`config.mk`:
```
export PLATFORM = sky130hd
export DESIGN_NAME = ep2_packet_demux_flat
export DESIGN_NICKNAME = d
export VERILOG_FILES = /design/src/rtl/ep2_packet_demux_if.sv /design/src/rtl/ep2_packet_demux.sv /design/src/flat_wrapper.sv
export SDC_FILE = /design/constraint.sdc
export NUM_CORES = 1
export LEC_CHECK = 0
export BUFFER_PORTS_ARGS = -buffer_cell sky130_fd_sc_hd__buf_2
export CAP_MARGIN = 0
export CORE_AREA = 2 2 144 104
export DETAILED_ROUTE_END_ITERATION = 8
export DIE_AREA = 0 0 146 106
export PLACE_DENSITY = 0.79
export REMOVE_ABC_BUFFERS = 1
export SLEW_MARGIN = 20
export SYNTH_ARGS = -nofsm -noshare
export SYNTH_HDL_FRONTEND = slang
export SYNTH_SLANG_ARGS = --single-unit
```
`constraint.sdc`:
```
create_clock -name clk -period 2.5 [get_ports clk]
set_clock_uncertainty 0.05 [all_clocks]
set_input_delay 0.375 -clock clk [delete_from_list [all_inputs] [get_ports clk]]
set_output_delay 0.375 -clock clk [all_outputs]
set_load 0.02 [all_outputs]
```
`src/rtl/ep2_packet_demux_if.sv`:
```
// ep2_packet_demux_if: EP2 byte stream in, broadcast byte plus one-hot FIFO write strobes out
interface ep2_packet_demux_if;
  logic [7:0] in_data;
  logic       in_valid;
  logic       in_ready;
  logic [7:0] out_data;
  logic [3:0] out_writes;
  logic [3:0] out_fulls;
  modport master (output in_data, in_valid, out_fulls, input in_ready, out_data, out_writes);
  modport slave (input in_data, in_valid, out_fulls, output in_ready, out_data, out_writes);
endinterface

```
`src/rtl/ep2_packet_demux.sv`:
```
// ep2_packet_demux: steers framed EP2 packets (port header, 16-bit length, payload) into four write FIFOs; optional DEMUX_ERRCOUNT_EN adds a saturating malformed-header counter
module ep2_packet_demux #(
  parameter int NUM_PORTS   = 4,
  parameter int COUNT_WIDTH = 32
) (
  input  logic                             clk,
  input  logic                             reset,
  ep2_packet_demux_if.slave                bus,
  output logic [NUM_PORTS*COUNT_WIDTH-1:0] write_fifo_byte_counts
`ifdef DEMUX_ERRCOUNT_EN
  ,
  output logic [7:0]                       error_count
`endif
);
  typedef enum logic [2:0] {HDR_PORT, HDR_LEN_HI, HDR_LEN_LO, PAYLOAD, DISCARD} state_t;
  state_t state, state_nx;
  logic [1:0] port;
  logic invalid;
  logic [7:0] len_hi;
  logic [15:0] remaining;
  logic [NUM_PORTS-1:0][COUNT_WIDTH-1:0] counts;
  logic xfer, last;
  assign bus.in_ready = (state == PAYLOAD) ? !bus.out_fulls[port] : 1'b1;
  assign xfer = bus.in_valid && bus.in_ready;
  assign last = remaining == 16'd1;
  assign bus.out_data = bus.in_data;
  assign bus.out_writes = (state == PAYLOAD && xfer) ? 4'b0001 << port : 4'b0000;
  assign write_fifo_byte_counts = counts;
  // next-state: headers advance one byte per transfer; body states exit on the final byte
  always_comb begin
    state_nx = state;
    if (xfer)
      case (state)
        HDR_PORT:          state_nx = HDR_LEN_HI;
        HDR_LEN_HI:        state_nx = HDR_LEN_LO;
        HDR_LEN_LO:        state_nx = ({len_hi, bus.in_data} == 16'd0) ? HDR_PORT : invalid ? DISCARD : PAYLOAD;
        PAYLOAD, DISCARD:  state_nx = last ? HDR_PORT : state;
        default:           state_nx = HDR_PORT;
      endcase
  end
  // state register; reset abandons any packet in flight
  always_ff @(posedge clk or negedge reset)
    if (!reset) state <= HDR_PORT;
    else state <= state_nx;
  // header fields and remaining body length
  always_ff @(posedge clk or negedge reset)
    if (!reset) begin
      port      <= '0;
      invalid   <= 1'b0;
      len_hi    <= '0;
      remaining <= '0;
    end else if (xfer) begin
      if (state == HDR_PORT) begin
        port    <= bus.in_data[1:0];
        invalid <= |bus.in_data[7:2];
      end
      if (state == HDR_LEN_HI) len_hi <= bus.in_data;
      if (state == HDR_LEN_LO) remaining <= {len_hi, bus.in_data};
      if (state == PAYLOAD || state == DISCARD) remaining <= remaining - 16'd1;
    end
  // per-port byte counters, free-running and wrapping
  always_ff @(posedge clk or negedge reset)
    if (!reset) counts <= '0;
    else
      for (int i = 0; i < NUM_PORTS; i++)
        if (bus.out_writes[i]) counts[i] <= counts[i] + 1'b1;
`ifdef DEMUX_ERRCOUNT_EN
  // saturating count of headers with nonzero reserved bits
  always_ff @(posedge clk or negedge reset)
    if (!reset) error_count <= '0;
    else if (state == HDR_PORT && xfer && |bus.in_data[7:2] && error_count != 8'hFF) error_count <= error_count + 8'd1;
`endif
endmodule
```
`src/flat_wrapper.sv`:
```
// flat-port wrapper written by rule: the top's interface ports become plain ports
module ep2_packet_demux_flat 
#(
  parameter int NUM_PORTS   = 4,
  parameter int COUNT_WIDTH = 32
)
  (clk, reset, write_fifo_byte_counts, bus_in_data, bus_in_valid, bus_out_fulls, bus_in_ready, bus_out_data, bus_out_writes);
  ep2_packet_demux_if bus_i ();
  input  logic clk;
  input  logic reset;
  output logic [NUM_PORTS*COUNT_WIDTH-1:0] write_fifo_byte_counts;
  input wire logic [$bits(bus_i.in_data)-1:0] bus_in_data;
  input wire logic [$bits(bus_i.in_valid)-1:0] bus_in_valid;
  input wire logic [$bits(bus_i.out_fulls)-1:0] bus_out_fulls;
  output wire logic [$bits(bus_i.in_ready)-1:0] bus_in_ready;
  output wire logic [$bits(bus_i.out_data)-1:0] bus_out_data;
  output wire logic [$bits(bus_i.out_writes)-1:0] bus_out_writes;
  assign bus_i.in_data = bus_in_data;
  assign bus_i.in_valid = bus_in_valid;
  assign bus_i.out_fulls = bus_out_fulls;
  assign bus_in_ready = bus_i.in_ready;
  assign bus_out_data = bus_i.out_data;
  assign bus_out_writes = bus_i.out_writes;
  ep2_packet_demux #(.NUM_PORTS(NUM_PORTS), .COUNT_WIDTH(COUNT_WIDTH)) u_core (.clk(clk), .reset(reset), .bus(bus_i), .write_fifo_byte_counts(write_fifo_byte_counts));
endmodule
```
==> results.sh, run 1 <==
export IMPL_async_reset_ff_share_pct=100
export IMPL_syn_mean_instance_area_um2=10.7
export IMPL_relSlewSlack_pct=46.9
export IMPL_nets=892
export IMPL_clock_sinks=158
export IMPL_use_met1_pct=34.7
export IMPL_clk_pin_slew_worst_paths_ns=0.07
export IMPL_drv_slew=0
export IMPL_ys_ff_latch=158
export IMPL_antenna_found_initial=0
export IMPL_use_met2_pct=33.2
export IMPL_dieArea_um2=15500
export IMPL_combPwrFrac_pct=21.7
export IMPL_cts_buffer_depth=2
export IMPL_post_route_min_period_ns=2.32
export IMPL_grt_max_degree=51
export IMPL_p_clk_share_pct=34.0
export IMPL_rsz0062_at_grt="no"
export IMPL_cts_made_buffers=17
export IMPL_final_antenna_net_count=0
export IMPL_busiest_layer="met1"
export IMPL_pwr_share_seq_pct=44.3
export IMPL_synth_seq_area_share_pct=52.1
export IMPL_rows=37
export IMPL_ioPinCount=156
export IMPL_worstSetupStartpoint="u_core.state[2]$_DFFE_PN0P_"
export IMPL_initial_core_util_pct=53.2
export IMPL_grt_overflow_total=0
export IMPL_p_per_area_nw_per_um2=781
export IMPL_grt_pass1_wl_um=28700
export IMPL_worst_slew_pin_slew_ns=0.796
export IMPL_drive_gt1_share_pct=26.5
export IMPL_clk_latency_ns=0.41
export IMPL_fp_dieW_um=146
export IMPL_synthFlopType="dfrtp_1"
export IMPL_worstPathMaxFanout=11
export IMPL_viasPerCell=5.45
export IMPL_htreeDepth=4
export IMPL_required_ns=2.08
export IMPL_status="finished, final reports clean"
export IMPL_dp_hpwl_um=12300
export IMPL_synth_edf_count=0
export IMPL_r2r_start="u_core.state[2]$_DFFE_PN0P_"
export IMPL_gr_usage_all_layers_pct=22.8
export IMPL_fin_setup_tns_ns=0
export IMPL_peakVddDrop_mv=0.517
export IMPL_die_h_um=106
export IMPL_port_buffers=155
export IMPL_grt_pass1_vias=5561
export IMPL_cp_end_kind="output pin"
export IMPL_wl_per_cell_um=15.7
export IMPL_antenna_cells=0
export IMPL_hold_violations=0
export IMPL_wl_um=16900
export IMPL_max_cap_viol_count=0
export IMPL_crit_path_start_kind="flop"
export IMPL_p_sw_share_pct=32.6
export IMPL_netlist_area_um2=7580
export IMPL_fin_crit_sh_pct=92.9
export IMPL_finalSetupViolations=0
export IMPL_layout_setup_ws_ns=0.178
export IMPL_fmax_mhz=431
export IMPL_worstPathArrival_ns=1.90
export IMPL_p_int_mw=4.82
export IMPL_leakage_nw=4.55
export IMPL_synth_distinct_cells=58
export IMPL_tritoncts="yes"
export IMPL_vias=5878
export IMPL_core_area_um2=14300
export IMPL_synthCells=711
export IMPL_min_from="bus_in_data[7]"
export IMPL_area_growth_syn_to_layout_pct=20.8
export IMPL_drt_first_iter_violations=397
export IMPL_yosys_area_top_type_share_pct=52.1
export IMPL_synth_most_common_cell="dfrtp_1"
export IMPL_place_ws_ns=0.0859
export IMPL_globalRouteMet3Util_pct=5.58
export IMPL_synth_area_top_cells="dfrtp_1 52%, xnor2_1 10%, xor2_1 4.4%"
export IMPL_remaining_drc_errors=0
export IMPL_synthTopCellsByCount="158 x dfrtp_1, 87 x xnor2_1, 63 x nand2_1"
export IMPL_p_sw_mw=2.33
export IMPL_yosysTopAreaCell="dfrtp_1"
export IMPL_hold_path_class="in -> reg"
export IMPL_ctsRootBufferMaster="clkbuf_16"
export IMPL_yosys_warnings=0
export IMPL_dr_pass1_iters=5
export IMPL_globalplace_congestion=0.854
export IMPL_path_class="reg -> out"
-- through the flow --
step	instance area [um2]	hold slack (ns)	instances	utilization (%)	power, mW
global placement	8590	0.257	1046	60.3	4.73
global route	9170	0.181	1078	64.3	7.55
CTS	9160	0.179	1078	64.2	7.20
detailed placement	8590	0.258	1046	60.3	4.77
floorplan	7440	0.0294	682	-	4.18
finish	9170	0.196	1078	64.3	7.15
-- path summary, 6_finish.rpt --
| path | to | slack [ns] | cells after the start |
|---|---|---|---|
| setup / recovery | bus_out_writes[2] | 0.18 | 4 |
| hold / removal | u_core.len_hi[7]$_DFFE_PN0P_ | 0.20 | 2 |
| setup reg to reg | u_core.write_fifo_byte_counts[89]$_DFFE_PN0P_ | 0.28 | 5 |
| hold reg to reg | u_core.write_fifo_byte_counts[31]$_DFFE_PN0P_ | 0.42 | 1 |
| max in group asynchronous | u_core.write_fifo_byte_counts[53]$_DFFE_PN0P_ | 1.39 | 3 |
| min in group asynchronous | u_core.write_fifo_byte_counts[110]$_DFFE_PN0P_ | 0.39 | 2 |
-- cell usage in the layout (no fill, tap or decap), types with 7 or more instances in the layout --
cell | synthesis | final
a21oi_1 | 13 | 13
and2_1 | 7 | 7
and3_1 | 24 | 24
and4_1 | 8 | 8
buf_2 | 4 | 154
buf_4 | 9 | 12
clkbuf_16 | 0 | 17
dfrtp_1 | 158 | 158
inv_1 | 13 | 13
mux2_2 | 15 | 15
nand2_1 | 63 | 63
nand3_1 | 45 | 45
nand4_1 | 42 | 42
nor2_1 | 59 | 59
nor3_1 | 16 | 16
nor4_1 | 13 | 13
o21ai_0 | 12 | 12
xnor2_1 | 87 | 87
xor2_1 | 38 | 38
-- worst max-delay path, stage by stage, from the launching register on --
cell and delay [ns]:
dfrtp_1 0.48, and4b_2 0.49, nand3_4 0.16, clkinv_1 0.17
buf_2 0.19
-- cell families after synthesis --
kind of cell	share of synthesized area (%)
flops	52.1
fa+ha+maj	0.990
xor+xnor	14.4
compound gates	4.52
buf+inv	2.64
mux	2.67
simple gates	22.6
-- metal layers --
metal	up-vias	wire [um]
met1	2880	8270
met4	0	121
li1	2816	-
met5	-	0
met3	9	1010
met2	173	7540
-- final cells by class --
class	instances	area (um2)
Fill cell	1157	5090
Multi-Input combinational cell	510	3440
Clock buffer	17	425
Tap cell	195	244
Clock inverter	14	129
Sequential cell	158	3950
Inverter	14	52.6
Timing Repair Buffer	170	922
-- power by group through the flow --
| stage | Clock [mW] | Combinational [mW] | Sequential, mW |
|---|---|---|---|
| global route | 2.61 | 1.72 | 3.23 |
| finish | 2.43 | 1.56 | 3.17 |
| floorplan | 0 | 0.916 | 3.27 |
| detailed placement | 0 | 1.56 | 3.21 |
| global placement | 0 | 1.52 | 3.20 |
| CTS | 2.47 | 1.56 | 3.17 |
-- registers in the layout (all words and copies together), names as in the netlist --
name,count
u_core.state,3
u_core.len_hi,8
u_core.port,2
u_core.write_fifo_byte_counts,128
u_core.remaining,16
u_core.invalid,1
-- repair_timing --
action,CTS,global route
gates resized for setup,0,2
buffers inserted,0,0
hold buffers,1,0
setup endpoints to repair,0,11
hold endpoints to repair,37,0
Note: power is estimated with default switching activity, not from simulation.
==> run 2, diff against run 1 <==
--- a/config.mk
+++ b/config.mk
@@ -8,6 +8,7 @@
 export BUFFER_PORTS_ARGS = -buffer_cell sky130_fd_sc_hd__buf_2
 export CAP_MARGIN = 0
 export CORE_AREA = 2 2 144 104
+export CTS_BUF_LIST = sky130_fd_sc_hd__clkbuf_16
 export DETAILED_ROUTE_END_ITERATION = 8
 export DIE_AREA = 0 0 146 106
 export PLACE_DENSITY = 0.79
@@ -16,3 +17,4 @@
 export SYNTH_ARGS = -nofsm -noshare
 export SYNTH_HDL_FRONTEND = slang
 export SYNTH_SLANG_ARGS = --single-unit
+export TNS_END_PERCENT = 100
==> constraint.sdc (replaced) <==
create_clock -name clk -period 2.5 [get_ports clk]
set_clock_uncertainty 0.05 [all_clocks]
set_input_delay 0.25 -clock clk [delete_from_list [all_inputs] [get_ports clk]]
set_output_delay 0.25 -clock clk [all_outputs]
set_load 0.02 [all_outputs]
==> run 2 against run 1 <==
  * Global-route usage fell by 0.29 points
  * Sequential power rose by 1%
  * Critical endpoint is now u_core.write_fifo_byte_counts[112]$_DFFE_PN0P_
  * First-iteration DRC count down 5.5%
  * Largest power group unchanged
==> results.sh, run 2 (synthesis gave the netlist of run 1 again) <==
export IMPL_final_antenna_net_count=0
export IMPL_grt_max_degree=62
export IMPL_slowest_delay_ns=0.53
export IMPL_clk_pin_slew_worst_paths_ns=0.06
export IMPL_hold_path_class="in -> reg"
export IMPL_wl_um=16800
export IMPL_antenna_cells=0
export IMPL_largest_reg_flops=128
export IMPL_cp_top_family="simple AND/OR/NAND/NOR gates"
export IMPL_required_ns=2.74
export IMPL_worstPathCellList="and4b_2, nand3_2, nor3_2, nand4_1, xnor2_1"
export IMPL_fin_crit_sh_pct=89.5
export IMPL_cts_setup_buffers=0
export IMPL_globalplace_congestion=0.855
export IMPL_worstPathMaxFanout=10
export IMPL_worst_path_buf_inv=0
export IMPL_worstSetupStartpoint="u_core.state[1]$_DFFE_PN0P_"
export IMPL_vias=5870
export IMPL_status="finished, final reports clean"
export IMPL_fin_cells=1076
export IMPL_max_cap_viol_count=0
export IMPL_gr_usage_all_layers_pct=22.5
export IMPL_htreeDepth=4
export IMPL_area_growth_syn_to_layout_pct=20.9
export IMPL_final_cell_mix="158 x dfrtp_1, 154 x buf_2, 87 x xnor2_1"
export IMPL_fmax_mhz=447
export IMPL_tritoncts="yes"
export IMPL_remaining_drc_errors=0
export IMPL_die_h_um=106
export IMPL_cp_end_kind="flop"
export IMPL_path_class="reg -> reg"
export IMPL_fin_setup_tns_ns=0
export IMPL_drt_first_iter_violations=375
export IMPL_ioPinCount=156
export IMPL_core_area_um2=14300
export IMPL_cts_buffer_depth=2
export IMPL_antenna_found_initial=0
export IMPL_ctsRootBufferMaster="clkbuf_16"
export IMPL_dr_pass1_iters=5
export IMPL_min_from="bus_in_data[7]"
export IMPL_rows=37
export IMPL_grt_pass1_wl_um=28400
export IMPL_worstPathArrival_ns=2.48
export IMPL_initial_core_util_pct=53.2
export IMPL_fin_total_pwr_mw=7.22
export IMPL_drive_gt1_share_pct=26.2
export IMPL_dieArea_um2=15500
export IMPL_nets=889
export IMPL_dp_cells=1043
export IMPL_p_per_area_nw_per_um2=787
export IMPL_dp_hpwl_um=12100
export IMPL_cts_made_buffers=17
export IMPL_port_buffers=155
export IMPL_leakage_nw=4.56
export IMPL_slowest_stage="dfrtp_1"
export IMPL_layout_commonest_cell="dfrtp_1"
export IMPL_peakVddDrop_mv=0.486
export IMPL_num_fill_cells=1154
export IMPL_grt_pass1_vias=5550
export IMPL_grt_overflow_total=0
export IMPL_crit_path_start_kind="flop"
export IMPL_worst_slew_pin_slew_ns=0.758
export IMPL_post_route_min_period_ns=2.24
export IMPL_clk_latency_ns=0.42
export IMPL_drv_slew=0
export IMPL_hold_violations=0
export IMPL_rsz0062_at_grt="no"
export IMPL_fp_dieW_um=146
export IMPL_wl_per_cell_um=15.6
export IMPL_viasPerCell=5.46
export IMPL_r2r_start="u_core.state[1]$_DFFE_PN0P_"
export IMPL_finalSetupViolations=0
export IMPL_relSlewSlack_pct=49.4
export IMPL_clock_sinks=158
run 2: where the power goes:
part           total [mW]  internal, mW  leakage (nW)  switching, mW
logic                1.49         0.640          2.17          0.849
clock network        2.52          1.40         0.281           1.12
registers            3.21          2.86          2.11          0.354
run 2: cell type report:
| class | count | area (um2) | share of cell area [%] |
|---|---|---|---|
| flip-flops and latches | 158 | 3950 | 43.1 |
| multi-input cells | 510 | 3440 | 37.6 |
| repair buffers | 167 | 900 | 9.81 |
| clock buffers | 17 | 425 | 4.64 |
| well taps | 195 | 244 | 2.66 |
| clock inverters | 15 | 148 | 1.61 |
| inverters | 14 | 52.6 | 0.573 |
run 2: stage by stage:
| step | worst slack (ns) | hold WS (ns) | area [um2] | utilization, % |
|---|---|---|---|---|
| final | 0.262 | 0.0764 | 9170 | 64.3 |
| after global routing | 0.0750 | 0.0733 | 9170 | 64.3 |
| after CTS | 0.0244 | 0.0605 | 9150 | 64.2 |
| after detailed placement | 0.0418 | 0.217 | 8570 | 60.1 |
| after global placement | 0.178 | 0.218 | 8570 | 60.1 |
| after floorplan | 0.458 | -0.0956 | 7440 | - |
run 2: what timing repair did:
item                                    CTS  global route
hold buffers                              1             0
hold endpoints to repair                 58             0
endpoints found under the setup margin    0            22
resized for setup                         0             3
run 2: metal layers:
layer	track usage, %	vias up	routed length [um]	share of wire (%)
met2	33.3	167	7460	44
met5	0	-	0	0
met3	5.06	18	940	5.6
li1	-	2805	-	-
met1	33.8	2880	8300	49
met4	5.41	0	140	0.83
run 2: worst reg2reg max path: stages, from the launching register on:
cell,delay (ns)
dfrtp_1,0.53
and4b_2,0.46
nand3_2,0.21
nor3_2,0.52
nand4_1,0.20
xnor2_1,0.16
run 2: worst paths after layout:
path                            slack [ns]  cells past startpoint                                             end
worst max register to register        0.26                      5  u_core.write_fifo_byte_counts[112]$_DFFE_PN0P_
worst max-delay path                  0.26                      5  u_core.write_fifo_byte_counts[112]$_DFFE_PN0P_
worst min-delay path                  0.08                      2                    u_core.len_hi[7]$_DFFE_PN0P_
worst min register to register        0.41                      1   u_core.write_fifo_byte_counts[31]$_DFFE_PN0P_
max in group asynchronous             1.38                      3   u_core.write_fifo_byte_counts[21]$_DFFE_PN0P_
min in group asynchronous             0.33                      2  u_core.write_fifo_byte_counts[126]$_DFFE_PN0P_
==> run 3, diff against run 2 <==
--- a/config.mk
+++ b/config.mk
@@ -7,10 +7,10 @@
 export LEC_CHECK = 0
 export BUFFER_PORTS_ARGS = -buffer_cell sky130_fd_sc_hd__buf_2
 export CAP_MARGIN = 0
-export CORE_AREA = 2 2 144 104
+export CORE_AREA = 2 2 121 123
 export CTS_BUF_LIST = sky130_fd_sc_hd__clkbuf_16
 export DETAILED_ROUTE_END_ITERATION = 8
-export DIE_AREA = 0 0 146 106
+export DIE_AREA = 0 0 123 125
 export PLACE_DENSITY = 0.79
 export REMOVE_ABC_BUFFERS = 1
 export SLEW_MARGIN = 20
==> run 3 against run 2 <==
  * Utilization down 0.23 points
  * Routed wire length increased by 0.46%
  * Worst hold slack got worse by 0.025 ns
  * Register-to-register slack worse by 0.02 ns
  * Flip-flop and latch count stayed put
  * Fmax decreased by 6.2%
  * Global-route usage grew 0.32 points
  * Non-clock buffer count fell by 4
  * Largest power group unchanged
==> results.sh, run 3 (synthesis gave the netlist of run 1 again) <==
export IMPL_relSlewSlack_pct=45.3
export IMPL_fp_dieW_um=123
export IMPL_final_antenna_net_count=0
export IMPL_combPwrFrac_pct=20.4
export IMPL_ioPinCount=156
export IMPL_core_area_um2=14200
export IMPL_wl_um=16900
export IMPL_clk_pin_slew_worst_paths_ns=0.06
export IMPL_tritoncts="yes"
export IMPL_grt_overflow_total=0
export IMPL_p_int_mw=4.92
export IMPL_dr_pass1_iters=5
export IMPL_status="finished, final reports clean"
export IMPL_clk_latency_ns=0.43
export IMPL_gr_usage_all_layers_pct=22.8
export IMPL_post_route_min_period_ns=2.39
export IMPL_path_class="reg -> out"
export IMPL_slowest_delay_ns=0.72
export IMPL_whs_ns=0.0516
export IMPL_rsz0062_at_grt="no"
export IMPL_grt_pass1_wl_um=28000
export IMPL_die_h_um=125
export IMPL_final_cell_mix="158 x dfrtp_1, 154 x buf_2, 87 x xnor2_1"
export IMPL_final_core_util_pct=64.1
export IMPL_htreeDepth=4
export IMPL_initial_core_util_pct=53.4
export IMPL_place_area_um2=8530
export IMPL_antenna_found_initial=2
export IMPL_cts_made_buffers=17
export IMPL_hold_violations=0
export IMPL_drt_first_iter_violations=377
export IMPL_fin_setup_tns_ns=0
export IMPL_worstPathArrival_ns=2.09
export IMPL_pwr_share_seq_pct=45.2
export IMPL_fin_crit_sh_pct=95.5
export IMPL_largest_reg_flops=128
export IMPL_rows=44
export IMPL_worst_path_buf_inv=1
export IMPL_max_cap_viol_count=0
export IMPL_cp_top_family="flip-flops"
export IMPL_drv_slew=0
export IMPL_crit_path_start_kind="flop"
export IMPL_worstPathMaxFanout=12
export IMPL_area_growth_syn_to_layout_pct=20.0
export IMPL_slowest_stage="dfrtp_1"
export IMPL_dieArea_um2=15400
export IMPL_drive_gt1_share_pct=25.3
export IMPL_ctsRootBufferMaster="clkbuf_16"
export IMPL_finalSetupViolations=0
export IMPL_remaining_drc_errors=0
export IMPL_fmax_mhz=419
export IMPL_worstPathCellList="mux4_2, or3b_1, buf_2"
export IMPL_peakVddDrop_mv=0.505
export IMPL_nets=885
export IMPL_cp_end_kind="output pin"
export IMPL_p_sw_share_pct=31.1
export IMPL_viasPerCell=5.47
export IMPL_vias=5813
export IMPL_required_ns=2.20
export IMPL_cts_setup_buffers=0
export IMPL_worst_slew_pin_slew_ns=0.820
export IMPL_port_buffers=155
export IMPL_grt_max_degree=61
export IMPL_globalplace_congestion=0.851
export IMPL_p_sw_mw=2.22
export IMPL_p_per_area_nw_per_um2=785
export IMPL_postLayoutCellArea_um2=9100
export IMPL_dp_hpwl_um=12000
export IMPL_hold_path_class="in -> reg"
export IMPL_clock_sinks=158
export IMPL_wl_per_cell_um=15.9
export IMPL_p_clk_share_pct=34.4
export IMPL_leakage_nw=4.50
export IMPL_grt_pass1_vias=5568
export IMPL_layout_commonest_cell="dfrtp_1"
export IMPL_cts_buffer_depth=2
## run 3: changes by cell type in the layout (fill, tap and decap cells not counted), sizes merged
cell	previous run	this run
buf	166	162
inv	21	17
clkinvlp	1	4
diode	0	2
bufinv	1	2
## run 3: power groups by stage
stage | clock network [mW] | registers, mW | logic, mW
2_1_floorplan | 0 | 3.27 | 0.916
3_3_place_gp | 0 | 3.25 | 1.41
3_5_place_dp | 0 | 3.27 | 1.46
4_1_cts | 2.50 | 3.23 | 1.47
5_1_grt | 2.62 | 3.29 | 1.64
6_report | 2.46 | 3.23 | 1.46
## run 3: final cells by class
type | instances | area [um2]
Antenna cell | 2 | 5.00
Clock buffer | 17 | 425
Clock inverter | 15 | 131
Fill cell | 1174 | 5100
Inverter | 14 | 52.6
Multi-Input combinational cell | 510 | 3430
Sequential cell | 158 | 3950
Tap cell | 184 | 230
Timing Repair Buffer | 163 | 870
## run 3: timing repair
action,in CTS,in global routing
setup endpoints to repair,0,35
hold buffers,1,0
gates resized for setup,0,1
endpoints found under the hold margin,58,0
## run 3: layer usage
layer	part of all wire (%)	GRT usage (%)	routed length (um)	vias up
met5	0	0	0	-
met2	48	35.5	8040	139
li1	-	-	-	2800
met3	5.2	4.84	879	21
met4	1.6	7.89	271	0
met1	46	31.7	7720	2853
## run 3: metrics by stage
step	setup slack (ns)	cells	power, mW
5_1_grt	0.0113	1062	7.54
2_1_floorplan	0.458	682	4.18
4_1_cts	0.0542	1061	7.19
3_3_place_gp	0.152	1028	4.66
3_5_place_dp	0.0644	1028	4.73
6_report	0.113	1063	7.15
## run 3: path summary, 6_finish.rpt
check	from	end	slack [ns]	cells after the start
max reg2reg	u_core.port[1]$_DFFE_PN0P_	u_core.remaining[14]$_DFFE_PN0P_	0.24	4
min reg2reg	u_core.write_fifo_byte_counts[31]$_DFFE_PN0P_	u_core.write_fifo_byte_counts[31]$_DFFE_PN0P_	0.41	1
max	u_core.port[1]$_DFFE_PN0P_	bus_in_ready	0.11	3
max in group asynchronous	reset	u_core.write_fifo_byte_counts[75]$_DFFE_PN0P_	1.39	3
min in group asynchronous	reset	u_core.write_fifo_byte_counts[123]$_DFFE_PN0P_	0.32	2
min	bus_in_data[6]	u_core.len_hi[6]$_DFFE_PN0P_	0.05	2
## run 3: worst register-to-register path, stage by stage, from the launching register on
cell     delay [ns]
dfrtp_1        0.72
mux4_2         0.36
o32a_1         0.68
nor2_1         0.12
o22a_1         0.22
